$ cat config.mk
export PLATFORM = sky130hd
export DESIGN_NAME = ext_mem_arbiter
export DESIGN_NICKNAME = d
export VERILOG_FILES = /design/src/rtl/ext_mem_arb_pkg.sv /design/src/rtl/ext_mem_arbiter_rr.sv /design/src/rtl/ext_mem_arbiter.sv
export SDC_FILE = /design/constraint.sdc
export NUM_CORES = 1
export LEC_CHECK = 0
export CAP_MARGIN = 20
export CORE_MARGIN = 2
export CORE_UTILIZATION = 30
export CTS_CLUSTER_DIAMETER = 150
export DETAILED_ROUTE_END_ITERATION = 10
export GPL_TIMING_DRIVEN = 1
export HOLD_SLACK_MARGIN = 0.02
export PLACE_DENSITY = 0.62
export SLEW_MARGIN = 25
export SYNTH_ARGS = -nofsm -noshare
export SYNTH_HDL_FRONTEND = slang
export SYNTH_HIERARCHICAL = 1
export SYNTH_SLANG_ARGS = --single-unit
export TNS_END_PERCENT = 30
$ cat constraint.sdc
create_clock -name clk -period 11.45 [get_ports clk]
set_input_delay 1.7175 -clock clk [delete_from_list [all_inputs] [get_ports clk]]
set_output_delay 1.7175 -clock clk [all_outputs]
set_load 0.05 [all_outputs]
$ cat src/rtl/ext_mem_arb_pkg.sv
// ext_mem_arb_pkg: shared widths, types and counter helper for the external memory arbiter
package ext_mem_arb_pkg;
  localparam int EXT_ADDR_W = 20;
  localparam int EXT_DATA_W = 32;
  typedef logic [EXT_ADDR_W-1:0] ext_addr_t;
  typedef logic [EXT_DATA_W-1:0] ext_data_t;
  // increments v but sticks at the all-ones value of a w-bit counter
  function automatic logic [63:0] sat_inc(input logic [63:0] v, input int w);
    logic [63:0] max;
    max = {64{1'b1}} >> (64 - w);
    return (v >= max) ? v : v + 64'd1;
  endfunction
endpackage

$ cat src/rtl/ext_mem_arbiter_rr.sv
// rr_arbiter: round-robin arbiter, search starts after the last winner, pointer moves only on a grant
module rr_arbiter #(
  parameter int N = 2,
  localparam int IW = (N > 1) ? $clog2(N) : 1
) (
  input  logic          clk,
  input  logic          rst,
  input  logic [N-1:0]  i_req,
  input  logic          i_en,
  output logic [N-1:0]  o_gnt,
  output logic [IW-1:0] o_idx,
  output logic          o_any
);
  logic [IW-1:0] r_ptr;
  // descending scan so the smallest offset from the pointer wins
  always_comb begin
    o_idx = '0;
    o_any = 1'b0;
    for (int k = N; k >= 1; k--)
      if (i_req[(int'(r_ptr) + k) % N]) begin
        o_idx = IW'((int'(r_ptr) + k) % N);
        o_any = 1'b1;
      end
    o_gnt = (i_en && o_any) ? (N'(1) << o_idx) : '0;
  end
  always_ff @(posedge clk)
    if (rst) r_ptr <= IW'(N - 1);
    else if (i_en && o_any) r_ptr <= o_idx;
endmodule

$ cat src/rtl/ext_mem_arbiter.sv
// ext_mem_arbiter: shares the pseudo-2-port external memory among read and write requesters,
// with independent round-robin per port, read-after-write collision stalls and beat counters.
module ext_mem_arbiter
  import ext_mem_arb_pkg::*;
#(
  parameter int ADDR_W = EXT_ADDR_W,
  parameter int DATA_W = EXT_DATA_W,
  parameter int N_RD   = 3,
  parameter int N_WR   = 2,
  parameter int CNT_W  = 32
) (
  input  logic                clk,
  input  logic                rst,
  input  logic [N_RD-1:0]     rd_req,
  input  logic [N_RD*ADDR_W-1:0] rd_addr,
  output logic [N_RD-1:0]     rd_gnt,
  output logic [N_RD-1:0]     rd_rsp_valid,
  output logic [DATA_W-1:0]   rd_rsp_data,
  input  logic [N_WR-1:0]     wr_req,
  input  logic [N_WR*ADDR_W-1:0] wr_addr,
  input  logic [N_WR*DATA_W-1:0] wr_data,
  output logic [N_WR-1:0]     wr_gnt,
  output logic [ADDR_W-1:0]   ext_mem_read_addr,
  input  logic [DATA_W-1:0]   ext_mem_qout,
  output logic [ADDR_W-1:0]   ext_mem_write_addr,
  output logic [DATA_W-1:0]   ext_mem_din,
  output logic                ext_mem_write_en,
  input  logic                clr_counters,
  output logic [CNT_W-1:0]    rd_beats,
  output logic [CNT_W-1:0]    wr_beats,
  output logic [CNT_W-1:0]    hazard_stalls
);
  localparam int RIW = (N_RD > 1) ? $clog2(N_RD) : 1;
  localparam int WIW = (N_WR > 1) ? $clog2(N_WR) : 1;
  logic [RIW-1:0]    w_rd_idx;
  logic [WIW-1:0]    w_wr_idx;
  logic              w_rd_any, w_wr_any, w_collide;
  logic [ADDR_W-1:0] w_rd_addr, w_wr_addr;
  logic [DATA_W-1:0] w_wr_data;
  logic [N_RD-1:0]   r_tag;
  logic [ADDR_W-1:0] r_rd_addr, r_wr_addr;
  logic [DATA_W-1:0] r_din;
  logic [CNT_W-1:0]  r_rd_beats, r_wr_beats, r_hazard;
  assign w_rd_addr = rd_addr[int'(w_rd_idx)*ADDR_W +: ADDR_W];
  assign w_wr_addr = wr_addr[int'(w_wr_idx)*ADDR_W +: ADDR_W];
  assign w_wr_data = wr_data[int'(w_wr_idx)*DATA_W +: DATA_W];
  // a read that would race a same-cycle write to its address yields the slot to the write
  assign w_collide = !rst && w_rd_any && w_wr_any && (w_rd_addr == w_wr_addr);
  rr_arbiter #(.N(N_RD)) u_rd_arb (
    .clk(clk), .rst(rst), .i_req(rd_req), .i_en(!rst && !w_collide),
    .o_gnt(rd_gnt), .o_idx(w_rd_idx), .o_any(w_rd_any)
  );
  rr_arbiter #(.N(N_WR)) u_wr_arb (
    .clk(clk), .rst(rst), .i_req(wr_req), .i_en(!rst),
    .o_gnt(wr_gnt), .o_idx(w_wr_idx), .o_any(w_wr_any)
  );
  assign ext_mem_write_en   = |wr_gnt;
  assign ext_mem_write_addr = ext_mem_write_en ? w_wr_addr : r_wr_addr;
  assign ext_mem_din        = ext_mem_write_en ? w_wr_data : r_din;
  assign ext_mem_read_addr  = |rd_gnt ? w_rd_addr : r_rd_addr;
  assign rd_rsp_valid       = rst ? '0 : r_tag;
  assign rd_rsp_data        = ext_mem_qout;
  assign rd_beats           = r_rd_beats;
  assign wr_beats           = r_wr_beats;
  assign hazard_stalls      = r_hazard;
  always_ff @(posedge clk)
    if (rst) begin
      r_tag      <= '0;
      r_rd_addr  <= '0;
      r_wr_addr  <= '0;
      r_din      <= '0;
      r_rd_beats <= '0;
      r_wr_beats <= '0;
      r_hazard   <= '0;
    end else begin
      r_tag      <= rd_gnt;
      r_rd_addr  <= ext_mem_read_addr;
      r_wr_addr  <= ext_mem_write_addr;
      r_din      <= ext_mem_din;
      r_rd_beats <= clr_counters ? '0 : |rd_gnt ? CNT_W'(sat_inc(64'(r_rd_beats), CNT_W)) : r_rd_beats;
      r_wr_beats <= clr_counters ? '0 : |wr_gnt ? CNT_W'(sat_inc(64'(r_wr_beats), CNT_W)) : r_wr_beats;
      r_hazard   <= clr_counters ? '0 : w_collide ? CNT_W'(sat_inc(64'(r_hazard), CNT_W)) : r_hazard;
    end
endmodule
# After elaboration in Yosys (flattened, before gate mapping)

Index checks and enable logic that the tools add are counted.

Add/subtract/negate cells: 8
$mul: 2
Divide/modulo/power cells: 3
Magnitude comparators: 8
Equality and inequality tests: 1
Shift-type cells: 5
Multiplexer cells: 31
Bitwise logic cells: 5
Reduce and logical (&&, ||, !) cells: 14

Operators by type and width:

| operator              | count |
|---|---|
| $add 32x1->32 const B | 3 |
| $ge 32x32->1 const B  | 3 |
| $lt 32x4->1 const B   | 3 |
| $mod 32x3->32 const B | 3 |
| $shiftx 64x7->32      | 1 |
| $shiftx 60x8->20      | 1 |
| $mux 20               | 2 |
| $shiftx 40x7->20      | 1 |
| $mux 32               | 1 |
| $eq 20x20->1          | 1 |
| $mux 1                | 19 |
| $mux 2                | 4 |
| $add 2x2->3 const B   | 2 |
| $bmux 1 s2            | 3 |
| $logic_and 1x1->1     | 6 |
| $lt 2x3->1 const B    | 2 |
| $mux 3                | 2 |
| $reduce_and 2->1      | 3 |
| $mul 2x3->5 const B   | 1 |
| $mul 1x3->4 const B   | 1 |
| $reduce_or 2->1       | 2 |
| $add 2x1->3 const B   | 1 |
| $not 1->1             | 3 |
| $reduce_or 3->1       | 1 |
| 5 further kinds       | 8 |

Register bits: 174
Input bits: 204
Output and inout bits: 209
Logic and storage cells: 86

# Longest topological paths before layout

Word-level depth: 18
Mapped depth: 23
Mapped depth without buffers: 20

# By module

The synthesis kept the hierarchy.

By module, submodules not included:

| module                | instances | cells an instance | area each (µm²) | seq. area each (µm²) |
|---|---|---|---|---|
| ext_mem_arbiter       | 1         | 1,113             | 9,121.2         | 3,423.3 |
| rr_arbiter (u_rd_arb) | 1         | 41                | 336.6           | 40.0 |
| rr_arbiter (u_wr_arb) | 1         | 9                 | 71.3            | 20.0 |

# Worst setup path before layout

Ideal clock, no wire load.

Kind: input port to output port
From: input port rd_req[0]
To: output port ext_mem_read_addr[18]
Arrival: 6.603 ns
Data required time: 9.733 ns
Path slack: 3.130 ns
Stages: 20
Buffers on the path: 5
Cell sequence: or2b_1 -> a21oi_1 -> o221a_2 -> buf_6 -> buf_12 -> mux2i_1 -> o2bb2ai_1 -> o22ai_1 -> nor4_1 -> nand4_1 -> nand4bb_1 -> buf_2 -> and2_1 -> o41ai_4 -> nor3_1 -> or3_1 -> clkbuf_1 -> clkbuf_1 -> nor2_1 -> a21oi_1

Word-level cells in the longest chain between the ends: 16
Elaborated cells between the ends (all ways): 28
Those cells by class: mul (1); eq/ne (1); shift (2); mux (17); reduce/logical (7)

Ends and longest elaborated chain:

| item                                      | line                     | source |
|---|---|---|
| start, declared                           | ext_mem_arbiter.sv:14    | `input logic [N_RD-1:0] rd_req,` |
| $bmux 1 s2                                | ext_mem_arbiter_rr.sv:20 | `if (i_req[(int'(r_ptr) + k) % N]) begin` |
| $mux 1 (implied by the code) (2 in a row) | ext_mem_arbiter_rr.sv:20 |  |
| $mux 2 (2 in a row)                       | ext_mem_arbiter_rr.sv:20 |  |
| $mux 2 *                                  | ext_mem_arbiter_rr.sv:20 |  |
| named net w_rd_idx[1]                     | ext_mem_arbiter.sv:35    | `logic [RIW-1:0] w_rd_idx;` |
| $mul 2x3->5                               | ext_mem_arbiter.sv:44    | `assign w_rd_addr = rd_addr[int'(w_rd_idx)*ADDR_W +: ADDR_W];` |
| $shiftx 60x8->20                          | ext_mem_arbiter.sv:44    |  |
| $eq 20x20->1                              | ext_mem_arbiter.sv:48    | `assign w_collide = !rst && w_rd_any && w_wr_any && (w_rd_addr == w_wr_addr);` |
| $logic_and 1x1->1                         | ext_mem_arbiter.sv:48    |  |
| $logic_not 1->1                           | ext_mem_arbiter.sv:50    | `.clk(clk), .rst(rst), .i_req(rd_req), .i_en(!rst && !w_collide),` |
| $logic_and 1x1->1                         | ext_mem_arbiter.sv:50    |  |
| $logic_and 1x1->1                         | ext_mem_arbiter_rr.sv:24 | `o_gnt = (i_en && o_any) ? (N'(1) << o_idx) : '0;` |
| $mux 3 *                                  | ext_mem_arbiter_rr.sv:24 |  |
| named net rd_gnt[0]                       | ext_mem_arbiter.sv:16    | `output logic [N_RD-1:0] rd_gnt,` |
| $reduce_or 3->1 *                         | ext_mem_arbiter.sv:60    | `assign ext_mem_read_addr = \|rd_gnt ? w_rd_addr : r_rd_addr;` |
| $mux 20 *                                 | ext_mem_arbiter.sv:60    |  |
| end, declared                             | ext_mem_arbiter.sv:23    | `output logic [ADDR_W-1:0] ext_mem_read_addr,` |

The timed path passes the listed nets; every way through them passes the cells marked *. The select of a mux whose other input is x is not followed.

# Worst setup path after layout

From: input port rd_req[0]
To: output port ext_mem_read_addr[3]

Word-level cells in the longest chain between the ends: 16
Elaborated cells between the ends (all ways): 28
Those cells by class: mul (1); eq/ne (1); shift (2); mux (17); reduce/logical (7)

Ends and longest elaborated chain:

| item                                      | line |
|---|---|
| $bmux 1 s2                                | ext_mem_arbiter_rr.sv:20 |
| $mux 1 (implied by the code) (2 in a row) | ext_mem_arbiter_rr.sv:20 |
| $mux 2 (2 in a row)                       | ext_mem_arbiter_rr.sv:20 |
| $mux 2 *                                  | ext_mem_arbiter_rr.sv:20 |
| named net w_rd_idx[1]                     | ext_mem_arbiter.sv:35 |
| $mul 2x3->5                               | ext_mem_arbiter.sv:44 |
| $shiftx 60x8->20                          | ext_mem_arbiter.sv:44 |
| $eq 20x20->1                              | ext_mem_arbiter.sv:48 |
| $logic_and 1x1->1                         | ext_mem_arbiter.sv:48 |
| $logic_not 1->1                           | ext_mem_arbiter.sv:50 |
| $logic_and 1x1->1                         | ext_mem_arbiter.sv:50 |
| $logic_and 1x1->1                         | ext_mem_arbiter_rr.sv:24 |
| $mux 3                                    | ext_mem_arbiter_rr.sv:24 |
| $reduce_or 3->1                           | ext_mem_arbiter.sv:60 |
| $mux 20 *                                 | ext_mem_arbiter.sv:60 |

Marked as above.

==> flow_summary.json <==
{
  "cts.clk_slew.worst_paths_ps": 80,
  "startpoint_type": "input port",
  "internal_power_w": 0.00119,
  "avgSynthCellArea_um2": 8.19,
  "routed_via_density": 4.97,
  "via_count": 9272,
  "synth_nets": 1374,
  "hp-class": "register to register",
  "crit_type": "input port to output pin",
  "clk_path_buf_depth": 2,
  "power_frac_comb_pct": 36.0,
  "async_reset_ff_share_pct": 0,
  "yosys_warnings": 6,
  "drive_gt1_share_pct": 5.48,
  "synthesis.area_um2": 9530,
  "path_cells": "clkdlybuf4s50_1, or2b_1, a21oi_1, o221a_4, nor2b_1, a2bb2oi_1, o22ai_1, nor4_1, nand4_1, nand4bb_1, and2_1, o41ai_4, nor3_1, or3_2, o211ai_1, o21a_1, clkdlybuf4s50_1",
  "drtPass1Iterations": 5,
  "routed_wl_mm": 34.4,
  "drv_cap": 0,
  "reg2reg_from": "u_rd_arb/r_ptr[0]",
  "endpoint_kind": "output pin",
  "rows": 65,
  "clock-sinks": 174,
  "synth_edf_count": 0,
  "stdcell_area_um2": 13700,
  "yosys.cell_count.top_type": "dfxtp_1",
  "die_w_um": 182,
  "grt_pass1_vias": 8690,
  "synth_top_area_share_pct": 36.6,
  "power_density_nw_per_um2": 141,
  "reg2reg_to": "rd_beats[31]",
  "worst_hold_path.endpoint": "hazard_stalls[6]",
  "setup_viol": 0,
  "worst_pin_slew_ps": 909,
  "seqCellArea_um2": 3480,
  "drv_slew": 0,
  "power.net_switching_w": 0.000748,
  "clock_skew_ps": 11.8,
  "min_period_over_period_pct": 82.2,
  "antenna_found_initial": 7,
  "area_growth_syn_to_layout_pct": 44.1,
  "arrival_ps": 7700,
  "utilization_pct": 43.8,
  "ys_ff_latch": 174,
  "switching_share_pct": 38.6,
  "start_util_pct": 30.4,
  "num_io_pins": 413,
  "p_leak_nw": 4.98,
  "gr-total-overflow": 0,
  "clock_power_share_pct": 30.4,
  "dpl-instance-area_um2": 13100,
  "reg2reg_slack_ps": 5430,
  "portBuffers": 348,
  "grt_use_total_pct": 20.2,
  "cts_resized": 0,
  "gp_congestion": 0.869,
  "slowest_delay_ps": 810,
  "dpl.hpwl_mm": 26.3,
  "fin_crit_ps": 9420,
  "synth_area_leaders": "dfxtp_1 (37%), mux2i_1 (9.6%), nor2_1 (6.7%), nand2_1 (3.9%), xor2_1 (3.7%)",
  "yosysSeqAreaShare_pct": 36.6,
  "final_nets": 1658,
  "min_path_cells": 2,
  "seq_power_share_pct": 33.6,
  "fillCellCount": 3128,
  "required_ps": 9730,
  "clk_latency_ps": 450,
  "cts_setup_buffers": 0,
  "postRouteAntennaNets": 0,
  "cts_hold_buf": 0,
  "multi_input_comb_area_um2": 5510,
  "die-area_um2": 33200,
  "cpMaxStageDelayCell": "clkdlybuf4s50_1",
  "root_buffer": "clkbuf_16",
  "synth_cell_types": 68,
  "vdd_drop_max_uv": 94.7,
  "path_max_fanout": 43,
  "ys.flop_type": "dfxtp_1",
  "drt_iter0_drc": 529,
  "drc": 0,
  "grt_max_degree": 75,
  "tns_ps": 0,
  "maxSlewHeadroom_pct": 39.3,
  "status": "finished, final reports clean",
  "hold_path.startpoint": "hazard_stalls[6]",
  "crit_top_cell": "clkdlybuf4s50_1",
  "finalHoldViolCount": 0,
  "rsz0062_at_grt": "no",
  "syn_inst": 1163,
  "yosys.area.top_type": "dfxtp_1",
  "synth_commonest_cells": "dfxtp_1 (174), nor2_1 (169), nand2_1 (100)",
  "die_y_um": 182,
  "h-tree-depth": 4,
  "grt_pass1_wl_mm": 51.8,
  "cts_inserted_buffers": 17,
  "cts_tree": "built",
  "max_freq_ghz": 0.106,
  "reg2reg_depth": 20,
  "post_drt_wl_per_cell_um": 18.4,
  "core_area_um2": 31400
}
## through the flow
step / setup WS, ps / hold slack [ps] / power (W) / std cells
finish: 2030 / 481 / 0.00194 / 1867
global route: 1640 / 520 / 0.00202 / 1866
CTS: 1600 / 484 / 0.00196 / 1862
detailed placement: 1590 / 473 / 0.00136 / 1830
global placement: 1780 / 466 / 0.00136 / 1830
floorplan: 3130 / 468 / 0.00114 / 1163
## layout make-up
type,instances,area share [%]
multi-input cells,876,40.1
inverters,18,0.492
flip-flops and latches,174,25.4
repair buffers,360,26.0
clock buffers,17,3.10
diodes,5,0.0911
clock inverters,15,1.18
well taps,402,3.66
## state kept, by name (all words and copies together), names as in the netlist, 2 cells and up
register / cells
hazard_stalls: 32
r_din: 32
r_rd_addr: 20
r_tag: 3
r_wr_addr: 20
rd_beats: 32
u_rd_arb/r_ptr: 2
wr_beats: 32
## worst max-delay path, delay by kind of cell
kind,cells,cell delay (ps)
compound gates,7,1770
buf+inv,2,1300
simple gates,8,2880
## worst max-delay path by stage
stage,from,endpoint,cells after the start
final,rd_req[0],ext_mem_read_addr[3],17
after global routing,rd_req[0],ext_mem_read_addr[19],17
after detailed placement,rd_req[0],ext_mem_read_addr[3],17
after floorplan,rd_req[0],ext_mem_read_addr[18],20
after global placement,rd_req[0],ext_mem_read_addr[3],17
after CTS,rd_req[0],ext_mem_read_addr[3],17
## logic make-up (layout without fill, tap and decap cells)
logic type | Yosys count | count (layout) | share of synthesized area [%]
buffers and inverters | 113 | 410 | 6.37
other | 0 | 5 | 0
flip-flops | 174 | 174 | 36.6
XOR/XNOR | 60 | 60 | 5.51
AND/OR/NAND/NOR | 547 | 547 | 28.8
AO/OA/AOI/OAI | 160 | 160 | 11.0
adder cells (fa/ha/maj) | 7 | 7 | 0.919
multiplexers | 102 | 102 | 10.9
## metal layers
| layer | global-route usage, % | vias up | wire length [um] |
|---|---|---|---|
| met5 | 0 | - | 26 |
| met3 | 6.29 | 52 | 2470 |
| li1 | - | 4602 | - |
| met1 | 24.5 | 4319 | 14400 |
| met2 | 33.9 | 295 | 16700 |
| met4 | 6.84 | 4 | 797 |
## placed cells by master (no fill, tap or decap), types with 4 or more instances in the layout
master	synthesis	layout
xor2_1	40	40
nor2b_1	10	10
a31oi_1	7	6
nand3b_1	10	10
clkbuf_16	0	17
nor2_1	169	167
inv_1	17	17
and4_1	10	10
o2bb2ai_1	7	7
and3_1	23	23
nor4_1	7	6
o21ai_0	46	46
o211ai_1	10	10
nor3_1	31	30
a211oi_1	8	8
xnor2_1	20	20
mux2_2	11	11
or4_1	4	4
nand2_1	100	100
o21a_1	6	6
or3_1	26	25
nand2b_1	13	13
buf_4	36	12
a21oi_1	40	40
dfxtp_1	174	174
ha_1	7	7
a31o_2	6	6
nand3_1	41	41
clkdlybuf4s50_1	0	347
mux2i_1	91	91
diode_2	0	5
nand4_1	31	31
and2_1	55	55
inv_8	0	6
## power by group through the flow
stage               registers, W  clock network [W]  logic [W]
floorplan               0.000664                  0   0.000475
global placement        0.000663                  0   0.000694
detailed placement      0.000664                  0   0.000698
CTS                     0.000650           0.000608   0.000700
global route            0.000653           0.000632   0.000737
finish                  0.000650           0.000588   0.000697
No activity file was read; power rests on OpenSTA's default activity.
==> patch 1, RTL diff (config.mk and constraints unchanged) <==
The package constant `EXT_DATA_W` goes from 32 to 28.
--- a/src/rtl/ext_mem_arb_pkg.sv
+++ b/src/rtl/ext_mem_arb_pkg.sv
@@ -3,3 +3,3 @@
   localparam int EXT_ADDR_W = 20;
-  localparam int EXT_DATA_W = 32;
+  localparam int EXT_DATA_W = 28;
   typedef logic [EXT_ADDR_W-1:0] ext_addr_t;
Ports: changed (resized ext_mem_din, ext_mem_qout, rd_rsp_data and wr_data); port bits go from 413 to 393. The function was not compared with the original's and may differ.
==> patch 1 against the original RTL <==
  * Design area decreased by 1.1%
  * Area after synthesis shrank 0.49%
  * Clock skew grew 0.00060 ns
  * Total power fell by 1.9%
  * Setup slack worse by 0.38 ns
  * Core utilization shrank 0.37 points
  * Die area fell by 0.48%
  * Sequential cell count shrank 4
  * Routed wire length shrank 5.0%
  * Sequential power is 2% lower
  * Critical endpoint is now ext_mem_read_addr[15]
  * Highest routed layer unchanged
==> patch 1: results (changes against the original RTL) <==
Port buffer count = 336 (-3.4%)
Most frequent cells after synthesis = dfxtp_1 (170), nor2_1 (156), mux2i_1 (102)
DR WL met2 = 15.6 mm (-6.2%)
Status = complete, no violations
Initial antenna violation count = 2 (-5)
DRT iter0 DRCs = 465 (-12%)
Clock net power = 0.593 mW (+0.9%)
Synth cell types = 64 (-5.9%)
Clk buf depth = 2 (unchanged)
Worst r2r src = u_rd_arb/r_ptr[0]$_SDFFE_PP0P_
Share of layout cells above drive strength 1 = 5.20% (-0.27 points)
Largest net degree at the start of global routing = 61 (-19%)
Clk_skew = 0.0124 ns (+0.000601 ns)
Layout Nets = 1627 (-1.9%)
HPWL after DPL = 25.0 mm (-5.0%)
Vias in the first global route = 8558 (-1.5%)
Max VDD drop = 0.103 mV (+8.6%)
Metal3 WL = 2.10 mm (-15%)
Sequential fraction of the synthesis area = 35.9% (-0.67 points)
Drt pass-1 iters = 5 (unchanged)
Ys async rst share = 0% (unchanged)
Lkg Pwr = 4.73 nW (-5.1%)
Synth area leaders = dfxtp_1 (36%), mux2i_1 (11%), nor2_1 (6.2%)
GRT Overall Usage = 19.2% (-1.0 points)
M1 WL = 14.4 mm (about the same)
Syn_nets = 1352 (-1.6%)
Routability Congestion = 0.840 (-3.4%)
Worst path max stage delay = 0.84 ns (+0.03 ns)
Routed vias/inst = 4.98 (+0.33%)
Seq group = 0.635 mW (-2%)
Design Power = 1.90 mW (-1.9%)
Hold Crit Start = hazard_stalls[9]$_SDFFE_PP0P_
Post-DR wirelength/cell = 17.7 um (-3.9%)
Tightest Pin Transition = 1.02 ns (+0.115 ns)
First-pass GRT wire length = 49.2 mm (-5.1%)
Worst slack, placed = 1.73 ns (+0.142 ns)
Total internal power = 1.18 mW (-0.88%)
Root buffer cell = clkbuf_16
Crit path DAT = 8.08 ns (+0.38 ns)
==> patch 1: changes by cell type after synthesis, sizes merged, moves of 10 or more <==
cell   change
or4       +15
nor4      +11
mux2i     +12
and2      +10
nor2      -13
a21oi     +13
==> patch 1: worst paths after layout <==
| check | to | slack (ns) | depth (start not counted) |
|---|---|---|---|
| min | hazard_stalls[9]$_SDFFE_PP0P_ | 0.49 | 2 |
| max | ext_mem_read_addr[15] | 1.65 | 20 |
| min reg2reg | hazard_stalls[9]$_SDFFE_PP0P_ | 0.49 | 2 |
| max reg2reg | rd_beats[7]$_SDFFE_PP0P_ | 4.73 | 22 |
==> patch 1: final cells by class <==
| class | instances | area, um2 |
|---|---|---|
| Clock inverter | 15 | 178 |
| Multi-Input combinational cell | 873 | 5550 |
| Timing Repair Buffer | 351 | 3470 |
| Clock buffer | 17 | 425 |
| Antenna cell | 1 | 2.50 |
| Inverter | 15 | 56.3 |
| Fill cell | 3138 | 17700 |
| Tap cell | 402 | 503 |
| Sequential cell | 170 | 3400 |
==> patch 1: cells by family after synthesis <==
| family | share of synthesized area [%] |
|---|---|
| AND/OR/NAND/NOR | 29.3 |
| flip-flops | 35.9 |
| AO/OA/AOI/OAI | 9.86 |
| multiplexers | 12.4 |
| buffers and inverters | 6.03 |
| XOR/XNOR | 5.63 |
| adder cells (fa/ha/maj) | 0.924 |
==> patch 1: per-layer routing <==
layer | track usage [%] | vias to the layer above
met5 | 0 | -
met4 | 5.66 | 2
met3 | 4.73 | 29
met2 | 31.7 | 277
met1 | 24.7 | 4291
li1 | - | 4589
==> patch 1: per-stage QoR <==
stage	utilization, %	std cells	cell area, um2
after global routing	43.4	1844	13600
after floorplan	-	1153	9480
after global placement	41.5	1811	13000
final	43.4	1844	13600
after detailed placement	41.5	1811	13000
after CTS	43.4	1843	13600
==> patch 2, RTL diff (same settings) <==
Made on the original files. Reset style: asynchronous (`rst`), changed in 2 clocked blocks.
--- a/src/rtl/ext_mem_arbiter_rr.sv
+++ b/src/rtl/ext_mem_arbiter_rr.sv
@@ -25,3 +25,3 @@
   end
-  always_ff @(posedge clk)
+  always_ff @(posedge clk or posedge rst)
     if (rst) r_ptr <= IW'(N - 1);
--- a/src/rtl/ext_mem_arbiter.sv
+++ b/src/rtl/ext_mem_arbiter.sv
@@ -65,3 +65,3 @@
   assign hazard_stalls      = r_hazard;
-  always_ff @(posedge clk)
+  always_ff @(posedge clk or posedge rst)
     if (rst) begin
Check against the original RTL: not settled (the Yosys comparison gave no result); the edit may change what the design does.
==> patch 2 against the original RTL <==
  * Setup slack better by 0.13 ns
  * Highest routed layer is now met4
  * Largest cell class unchanged
  * Hold slack worse by 0.0022 ns
  * Routed wire length is 0.11% higher
  * Sequential share of layout area is 5.1 points higher
  * Clock skew is 0.00079 ns lower
  * Non-clock buffer count is 2 lower
  * Sequential cell count stayed put
  * Global-route usage is 0.40 points lower
  * Area after synthesis is 4.8% higher
  * Design area is 4.2% higher
  * Count of clock-buffer cells in the layout is 1 higher
  * Critical endpoint is now ext_mem_read_addr[19]
Power is not compared: it rests on default switching activity, and its combinational part moved more than twofold at a synthesized area within 25%.
==> patch 2: results (changes against the original RTL) <==
Status = complete, no violations
Ys async rst share = 100% (+100 points)
Worst slack, placed = 2.08 ns (+0.484 ns)
Share of layout cells above drive strength 1 = 5.51% (+0.032 points)
Synth area leaders = dfrtp_1 (43%), mux2i_1 (7.4%), nor2_1 (5.5%)
Critical path startpoint = rd_req[1]
Routability Congestion = 0.904 (+4.0%)
DR WL met2 = 16.2 mm (-2.8%)
Worst r2r src = u_rd_arb/r_ptr[1]$_DFFE_PP1P_
Mux contribution to synthesized area = 9.15% (-1.7 points)
Clk_skew = 0.0110 ns (-0.000790 ns)
Metal3 WL = 2.40 mm (-2.6%)
Largest net degree at the start of global routing = 76 (+1.3%)
Ys flop type = dfrtp_1
Crit path DAT = 7.57 ns (-0.13 ns)
Top Metal Used = met4
Sequential fraction of the synthesis area = 43.6% (+7.1 points)
Total Routed Length = 34.4 mm (+0.11%)
M1 WL = 14.6 mm (+1.2%)
Met2 global-route usage = 31.9% (-1.9 points)
Hold endpoint = r_rd_addr[3]$_DFF_PP0_
Initial antenna violation count = 4 (-3)
Post-DP Area = 13600 um2 (+4.1%)
Most frequent cells after synthesis = dfrtp_1 (172), nor2_1 (145), nand2_1 (86)
Reg2reg setup slack = 5.12 ns (-0.31 ns)
HPWL after DPL = 26.1 mm (-0.79%)
Final hold slack = 0.478 ns (-0.00220 ns)
Crit path to = ext_mem_read_addr[19]
Post-route setup slack = 2.17 ns (+0.133 ns)
DRT iter0 DRCs = 602 (+14%)
Vias in the first global route = 9179 (+5.6%)
Filler cell count = 3158 (+0.96%)
[patch 2: cell types whose count changed after synthesis, moves of 10 or more]
| cell | change |
|---|---|
| nor2_1 | -24 |
| dfrtp_1 | +172 |
| nor3_1 | -18 |
| mux2i_1 | -17 |
| nand2_1 | -14 |
| xnor2_1 | +10 |
| o21ai_0 | +16 |
| dfxtp_1 | -174 |
| a21oi_1 | +30 |
| and2_1 | -53 |
[patch 2: area by class of cell]
type / instances / area [um2] / share of cell area, %
Clock inverter: 14 / 205 / 1.43
Clock buffer: 18 / 439 / 3.07
Antenna cell: 4 / 10.0 / 0.0700
Sequential cell: 174 / 4360 / 30.4
Timing Repair Buffer: 358 / 3580 / 25.0
Inverter: 24 / 95.1 / 0.665
Tap cell: 442 / 553 / 3.86
Multi-Input combinational cell: 809 / 5070 / 35.4
[patch 2: logic make-up after synthesis]
group,after synthesis
flops,174
simple gates,437
mux,89
buf+inv,109
compound gates,210
fa+ha+maj,7
xor+xnor,66
